File: config.mk
export PLATFORM = sky130hd
export DESIGN_NAME = host_port_arb
export DESIGN_NICKNAME = d
export VERILOG_FILES = /design/src/rtl/host_port_pkg.sv /design/src/rtl/rr_arbiter.sv /design/src/rtl/host_port_arb.sv
export SDC_FILE = /design/constraint.sdc
export NUM_CORES = 1
export LEC_CHECK = 0
export ABC_CLOCK_PERIOD_IN_PS = 5900
export BUFFER_PORTS_ARGS = -buffer_cell sky130_fd_sc_hd__buf_4
export CAP_MARGIN = 10
export CORE_ASPECT_RATIO = 0.8
export CORE_MARGIN = 3
export CORE_UTILIZATION = 31
export DETAILED_ROUTE_END_ITERATION = 8
export MAX_ROUTING_LAYER = met4
export PLACE_DENSITY_LB_ADDON = 0.08
export SKIP_LAST_GASP = 1
export SYNTH_ARGS = -nofsm -noshare
export SYNTH_HDL_FRONTEND = slang
export SYNTH_HIERARCHICAL = 1
export SYNTH_SLANG_ARGS = --single-unit
File: constraint.sdc
create_clock -name clk -period 5.9 [get_ports clk]
set_input_delay 0.295 -clock clk [delete_from_list [all_inputs] [get_ports clk]]
set_output_delay 0.295 -clock clk [all_outputs]
set_load 0.01 [all_outputs]
File: src/rtl/host_port_pkg.sv
// Shared definitions for the host pad-bus controller: FSM states, channel-id layout
// and default geometry.
package host_port_pkg;

    typedef enum logic [2:0] {
        IDLE  = 3'd0,
        REQ   = 3'd1,
        TURN  = 3'd2,
        XFER  = 3'd3,
        DRAIN = 3'd4,
        DONE  = 3'd5
    } state_t;

    // Write channels occupy ids 0..NUM_WR-1; read channels follow at NUM_WR..
    localparam int WR_ID_BASE    = 0;
    localparam int DEF_NUM_WR    = 4;
    localparam int DEF_NUM_RD    = 2;
    localparam int DEF_DATA_W    = 16;
    localparam int DEF_BURST_LEN = 16;
    localparam int DEF_TURN_CYC  = 2;

endpackage

File: src/rtl/rr_arbiter.sv
// Round-robin arbiter: the lowest requesting id at or above the pointer wins; the
// pointer moves past the winner when advance is strobed with a live request.
module rr_arbiter #(
    parameter int N    = 6,
    parameter int ID_W = (N > 1) ? $clog2(N) : 1
) (
    input  logic            clk,
    input  logic            rst_n,
    input  logic [N-1:0]    req,
    input  logic            advance,
    output logic [N-1:0]    grant,
    output logic [ID_W-1:0] grant_id
);

    logic [ID_W-1:0] ptr;

    always_comb begin
        logic [ID_W:0]   sum;
        logic [ID_W-1:0] idx;
        logic            found;
        grant    = '0;
        grant_id = '0;
        found    = 1'b0;
        sum      = '0;
        idx      = '0;
        for (int i = 0; i < N; i++) begin
            sum = {1'b0, ptr} + (ID_W+1)'(i);
            if (sum >= (ID_W+1)'(N)) begin
                sum = sum - (ID_W+1)'(N);
            end
            idx = sum[ID_W-1:0];
            if (!found && req[idx]) begin
                found      = 1'b1;
                grant[idx] = 1'b1;
                grant_id   = idx;
            end
        end
    end

    always_ff @(posedge clk or negedge rst_n) begin
        if (!rst_n) begin
            ptr <= '0;
        end else if (advance && |req) begin
            ptr <= (grant_id == ID_W'(N - 1)) ? '0 : grant_id + ID_W'(1);
        end
    end

endmodule

File: src/rtl/host_port_arb.sv
// Host pad-bus controller: round-robin burst arbitration between GBF write/read
// channels, host request/ack handshake and pad-direction turnaround sequencing.
module host_port_arb
    import host_port_pkg::*;
#(
    parameter int DATA_W    = DEF_DATA_W,
    parameter int NUM_WR    = DEF_NUM_WR,
    parameter int NUM_RD    = DEF_NUM_RD,
    parameter int BURST_LEN = DEF_BURST_LEN,
    parameter int TURN_CYC  = DEF_TURN_CYC,
    parameter int CH_W      = $clog2(NUM_WR + NUM_RD)
) (
    input  logic                     clk,
    input  logic                     rst_n,
    input  logic [NUM_WR-1:0]        wr_req,
    input  logic [NUM_RD-1:0]        rd_req,
    output logic [NUM_WR-1:0]        wr_val,
    output logic [DATA_W-1:0]        wr_dat,
    output logic [NUM_RD-1:0]        rd_en,
    input  logic [NUM_RD*DATA_W-1:0] rd_dat,
    output logic                     host_req,
    output logic                     host_dir,
    output logic [CH_W-1:0]          host_ch,
    input  logic                     host_ack,
    input  logic                     host_val,
    input  logic [DATA_W-1:0]        host_din,
    input  logic                     host_rdy,
    output logic [DATA_W-1:0]        host_dout,
    output logic                     host_dout_val,
    output logic                     pad_oe,
    output logic                     busy,
    output state_t                   fsm_state
);

    localparam int NUM_CH = NUM_WR + NUM_RD;
    localparam int CNT_W  = $clog2(BURST_LEN);
    localparam int TC_W   = $clog2(TURN_CYC + 1);
    localparam logic [CNT_W-1:0] CNT_LAST = CNT_W'(BURST_LEN - 1);
    localparam logic [TC_W-1:0]  TC_LAST  = TC_W'(TURN_CYC - 1);

    state_t            state, state_nxt;
    logic [CH_W-1:0]   ch;
    logic              dir;
    logic [CNT_W-1:0]  cnt, cnt_nxt;
    logic [TC_W-1:0]   tcnt, tcnt_nxt;
    logic              dcnt, dcnt_nxt;
    logic              advance;
    logic [NUM_CH-1:0] arb_grant;
    logic [CH_W-1:0]   arb_id;
    logic              wr_beat, rd_beat;
    logic [NUM_WR-1:0] wr_val_nxt;
    logic [NUM_RD-1:0] rd_q;
    logic [DATA_W-1:0] rd_mux;

    rr_arbiter #(.N(NUM_CH), .ID_W(CH_W)) u_arb (
        .clk      (clk),
        .rst_n    (rst_n),
        .req      ({rd_req, wr_req}),
        .advance  (advance),
        .grant    (arb_grant),
        .grant_id (arb_id)
    );

    // Host handshake: host_req holds until host_ack is sampled high; a beat moves on
    // host_val (writes) or host_rdy (reads) only while in XFER.
    assign wr_beat = (state == XFER) && !dir && host_val;
    assign rd_beat = (state == XFER) && dir && host_rdy;

    always_comb begin
        state_nxt = state;
        cnt_nxt   = cnt;
        tcnt_nxt  = tcnt;
        dcnt_nxt  = dcnt;
        advance   = 1'b0;
        case (state)
            IDLE: begin
                if (|{rd_req, wr_req}) begin
                    advance   = 1'b1;
                    state_nxt = REQ;
                end
            end
            REQ: begin
                if (host_ack) begin
                    state_nxt = TURN;
                    tcnt_nxt  = '0;
                    cnt_nxt   = '0;
                end
            end
            TURN: begin
                if (tcnt == TC_LAST) state_nxt = XFER;
                else tcnt_nxt = tcnt + TC_W'(1);
            end
            XFER: begin
                if (wr_beat || rd_beat) begin
                    cnt_nxt = cnt + CNT_W'(1);
                    if (cnt == CNT_LAST) begin
                        state_nxt = dir ? DRAIN : DONE;
                        dcnt_nxt  = 1'b0;
                        tcnt_nxt  = '0;
                    end
                end
            end
            DRAIN: begin
                if (dcnt) begin
                    state_nxt = DONE;
                    tcnt_nxt  = '0;
                end else begin
                    dcnt_nxt = 1'b1;
                end
            end
            DONE: begin
                if (tcnt == TC_LAST) state_nxt = IDLE;
                else tcnt_nxt = tcnt + TC_W'(1);
            end
            default: state_nxt = IDLE;
        endcase
    end

    always_ff @(posedge clk or negedge rst_n) begin
        if (!rst_n) begin
            state <= IDLE;
            ch    <= '0;
            dir   <= 1'b0;
            cnt   <= '0;
            tcnt  <= '0;
            dcnt  <= 1'b0;
        end else begin
            state <= state_nxt;
            cnt   <= cnt_nxt;
            tcnt  <= tcnt_nxt;
            dcnt  <= dcnt_nxt;
            if (advance) begin
                ch  <= arb_id;
                dir <= |arb_grant[NUM_CH-1:NUM_WR];
            end
        end
    end

    always_comb begin
        wr_val_nxt = '0;
        rd_en      = '0;
        rd_mux     = '0;
        for (int i = 0; i < NUM_WR; i++) begin
            wr_val_nxt[i] = wr_beat && (ch == CH_W'(WR_ID_BASE + i));
        end
        for (int i = 0; i < NUM_RD; i++) begin
            rd_en[i] = rd_beat && (ch == CH_W'(NUM_WR + i));
            if (rd_q[i]) rd_mux = rd_dat[i*DATA_W +: DATA_W];
        end
    end

    // rd_dat arrives one cycle after rd_en; one more register stage feeds the pad.
    always_ff @(posedge clk or negedge rst_n) begin
        if (!rst_n) begin
            wr_val        <= '0;
            wr_dat        <= '0;
            rd_q          <= '0;
            host_dout     <= '0;
            host_dout_val <= 1'b0;
        end else begin
            wr_val        <= wr_val_nxt;
            rd_q          <= rd_en;
            host_dout_val <= |rd_q;
            if (wr_beat) wr_dat <= host_din;
            if (|rd_q) host_dout <= rd_mux;
        end
    end

    assign host_req  = (state == REQ);
    assign host_dir  = dir;
    assign host_ch   = ch;
    assign busy      = (state != IDLE);
    assign fsm_state = state;
    assign pad_oe    = dir && (((state == TURN) && (tcnt == TC_LAST)) ||
                               (state == XFER) || (state == DRAIN));

endmodule

# After elaboration in Yosys (flattened, before gate mapping)
# Cells that the tools add are included.
# op_classes
addsub	14
order_cmp	18
eq_ne	21
n_mux	73
n_bitwise	5
n_reduce_logical	47
# ops
operator	count
$mux 3	20
$mux 6	6
$mux 16	2
$or 6x6->6	5
$logic_and 1x1->1	24
$lt 3x4->1 const B	6
$mux 1	22
$ge 4x3->1 const B	5
$bmux 1 s3	6
$demux 1 s3	6
$ge 3x1->1 const B	6
$pmux 3 s6	1
$sub 3x3->3 const B	6
$eq 3x3->1 const B	5
$eq 3x2->1 const B	4
$mux 2	5
$ne 2x2->1 const B	5
$add 3x2->4 const B	2
$add 3x3->4 const B	2
$mux 4	2
$pmux 2 s4	1
$pmux 4 s2	1
$reduce_and 7->1	1
$eq 3x1->1 const B	2
other kinds (19)	33
# totals
ff_bits	56
in_bits	59

# Logic depth before layout (Yosys ltp)
# logic_depth
word_depth	22
depth_mapped	16
mapped_depth_nobuf	13

# By module
# The synthesis kept the hierarchy.
# modules_own_cells
module	n_inst	cells_per_inst	area_per_inst_um2	seq_area_each_um2
host_port_arb	1	207	2386.0	1326.3
rr_arbiter	1	159	1242.4	75.1

# Worst setup path after synthesis
# No wires, ideal clock.
# synth_path
path_kind	flip-flop to flip-flop
start	register u_arb.ptr[0]
end	register dir (netlist: host_dir)
setup_ns	0.077
arrival_time_ns	2.951
setup_slack_ns	2.872
path_stages_with_launch	16
n_path_buf	3
synth_period_minus_slack_ns	3.028
path_cell_list	dfrtp_1 > buf_6 > buf_2 > inv_2 > ha_1 > buf_2 > nand4b_1 > a21oi_1 > a31oi_2 > mux2_1 > o32a_1 > or2_4 > o221ai_2 > mux2_4 > nor2_1 > a21oi_1
# synth_via
elab_chain_cells	21
word_cells_on_any_way	92
classes_between	add/sub (11); order compare (18); mux (41); bitwise (5); reduce/logical (17)
# synth_rtl
element	line	rtl
start, declared	rr_arbiter.sv:15	logic [ID_W-1:0] ptr;
start signal, assigned	rr_arbiter.sv:44	ptr <= (grant_id == ID_W'(N - 1)) ? '0 : grant_id + ID_W'(1);
branches (longest 19 deep; another with $add 3x1->4)	n/a	
$mux 6 *	rr_arbiter.sv:32	if (!found && req[idx]) begin
net arb_grant[4]	host_port_arb.sv:48	logic [NUM_CH-1:0] arb_grant;
$reduce_or 2->1 *	host_port_arb.sv:134	dir <= |arb_grant[NUM_CH-1:NUM_WR];
end signal, assigned	host_port_arb.sv:134	
end, declared	host_port_arb.sv:43	logic dir;
# Mark *: on every way through the listed nets, which the timed path passes. The select of a mux whose other input is x is not followed.
# A chain may end at the register's enable or synchronous reset.

# Worst setup path in the final report
# Ends and elaborated chain as after synthesis.

==> summary.md <==
| Metric | Value |
|---|---|
| Outcome | finished, final reports clean |
| Final Max Tran Viols | 0 |
| Setup TNS | 0 ns |
| Max Cap Violations | 0 |
| Worst setup EP type | flip-flop |
| VDD IR max | 0.183 mV |
| # rows | 34 |
| Slowest cell on crit path | dfrtp_1 |
| Startpoint types | flip-flop |
| Worst Path Required | 6.12 ns |
| Non-Filler Instances | 593 |
| Die area | 12700 µm² |
| Buf/Inv on CP | 1 |
| Post-layout min period | 3.83 ns |
| Pwr dens | 589 nW/µm² |
| 1st-iter DRT viols | 145 |
| Placed Cells | 585 |
| Slowest stage delay, CP | 0.88 ns |
| Antenna violations before repair | 0 |
| CP max FO | 23 |
| Critical Path AT | 4.05 ns |
| Antenna Nets Post-Route | 0 |
| CTS tree | done |
| Final Wtd Congestion | 0.904 |
| CP top delay family | compound AO/OA/AOI/OAI gates |
| Die Y | 101 µm |
| # IOs | 108 |
| Setup violators final | 0 |
| Clk Latency, worst-skew pair | 0.29 ns |
| Post-CTS sizing | 0 |
| Largest net degree at the start of global routing | 57 |
| Core area | 11000 µm² |
| Antenna diodes | 0 |
| YS warnings | 6 |
| Clock transition at the registers of the reported paths | 0.07 ns |
| Syn Inst Count | 353 |
| Clock Path Buffers | 2 |
| Measured slew at the worst slew-check pin | 0.894 ns |
| RSZ-0062 raised after global routing | false |
| Commonest non-fill, non-tap cell in the layout | buf_4 |
| FF-to-FF path depth | 12 |
| Htree depth | 2 |
| Clock root cell | clkbuf_16 |
| Grt ovf | 0 |
| Fin nets | 515 |
| Hold/Removal Path Class | input port to asynchronous set/reset pin |
| Area grow syn2layout | 29.3% |
| Initial core utilization | 0.322 |
| Most frequent cells in the layout | 108 x buf_4, 56 x dfrtp_1, 33 x nand2_1, 24 x mux2i_1, 23 x mux2_2 |
| Final Hold Fails | 0 |
| Synthesized area | 3530 µm² |
| Top cell by count, worst path | a21oi_1 |
| Post-DP HPWL | 7080 µm |
| Routed WL | 9340 µm |
| WL/cell | 15.8 µm |
| Drc violations | 0 |
| Leak | 1.99 nW |
| Count of input and output buffers | 107 |
| Ratio of cells with drive above 1 in the final layout | 0.365 |
| Post-CTS Setup Inserts | 0 |
| CP Class | flip-flop to flip-flop |
| Total CTS buffers | 5 |
| Max Clock Freq | 261 MHz |
| Critical path depth | 12 |
| Vias | 3027 |
| Clock Sinks | 56 |
| GR Util All Layers | 0.146 |
| Syn Nets | 420 |
| Critical-path cell list | inv_2 -> ha_1 -> nand2b_1 -> a21oi_1 -> a31oi_2 -> mux2_1 -> o32a_1 -> or2_4 -> o221ai_2 -> mux2_4 -> nor2_1 -> a21oi_1 |
| Post-CTS Hold Buffers | 0 |
| Synth Area per Inst | 10.0 µm² |
| Pre-antenna DRT Iters | 5 |
| First-pass GRT wire length | 14700 µm |
| Slew Limit Headroom | 0.404 |
| Clock skew | 0.00271 ns |
| Vias in the first global route | 2746 |
| Final period util | 0.649 |
| Die Span X | 125 µm |
| Vias per std cell | 5.10 |
==> metrics by stage <==
stage | worst slack [ns] | hold WS, ns | power (mW) | utilization | instance area [µm²]
after CTS | 2.07 | 0.0868 | 2.70 | 0.416 | 4570
after global routing | 1.80 | 0.118 | 2.90 | 0.416 | 4570
final | 2.07 | 0.0560 | 2.69 | 0.416 | 4570
after floorplan | 2.96 | -0.000591 | 1.88 | - | 3530
after detailed placement | 2.10 | 0.403 | 2.39 | 0.403 | 4420
after global placement | 2.17 | 0.408 | 2.38 | 0.403 | 4420
==> worst reg2reg max path, cell delays in order, from the launching register on <==
cell      delay, ns
dfrtp_1        0.88
inv_2          0.17
ha_1           0.71
nand2b_1       0.22
a21oi_1        0.09
a31oi_2        0.26
mux2_1         0.37
o32a_1         0.22
or2_4          0.29
o221ai_2       0.19
mux2_4         0.19
nor2_1         0.04
a21oi_1        0.13
==> report_power, final <==
group	internal, mW	total, mW	switching [mW]
combinational	0.799	1.67	0.871
sequential	0.546	0.720	0.174
clock	0.169	0.302	0.132
==> per-layer routing <==
layer / routed length (µm) / track usage / vias up
li1: - / - / 1476
met1: 4640 / 0.214 / 1427
met2: 3910 / 0.202 / 109
met3: 702 / 0.0385 / 15
met4: 90 / 0.0283 / 0
met5: 0 / - / -
==> registers in the layout, indices dropped and copies added, names as in the netlist <==
register and count:
cnt 4, dcnt 1, fsm_state 3, host_ch 3, host_dir 1, host_dout 16
host_dout_val 1, rd_q 2, tcnt 2, u_arb/ptr 3, wr_dat 16, wr_val 4
==> layout make-up <==
class	instances	area (µm²)
inverter	11	41.3
timing repair buffer	108	811
clock buffer	7	143
tap	144	180
clock inverter	1	7.51
sequential	56	1400
multi-input combinational	266	1980
fill	1067	6410
==> path summary, 6_finish.rpt <==
| kind | from | endpoint | slack (ns) |
|---|---|---|---|
| max | u_arb/ptr[0] | host_dir | 2.07 |
| min | rst_n | host_dout[8] | 0.06 |
| max reg2reg | u_arb/ptr[0] | host_dir | 2.07 |
| min reg2reg | wr_dat[4] | wr_dat[4] | 0.51 |
| max in group asynchronous | rst_n | u_arb/ptr[1] | 5.37 |
| min in group clk | rd_dat[23] | host_dout[7] | 0.21 |
Note: power is estimated with default switching activity, not from simulation.
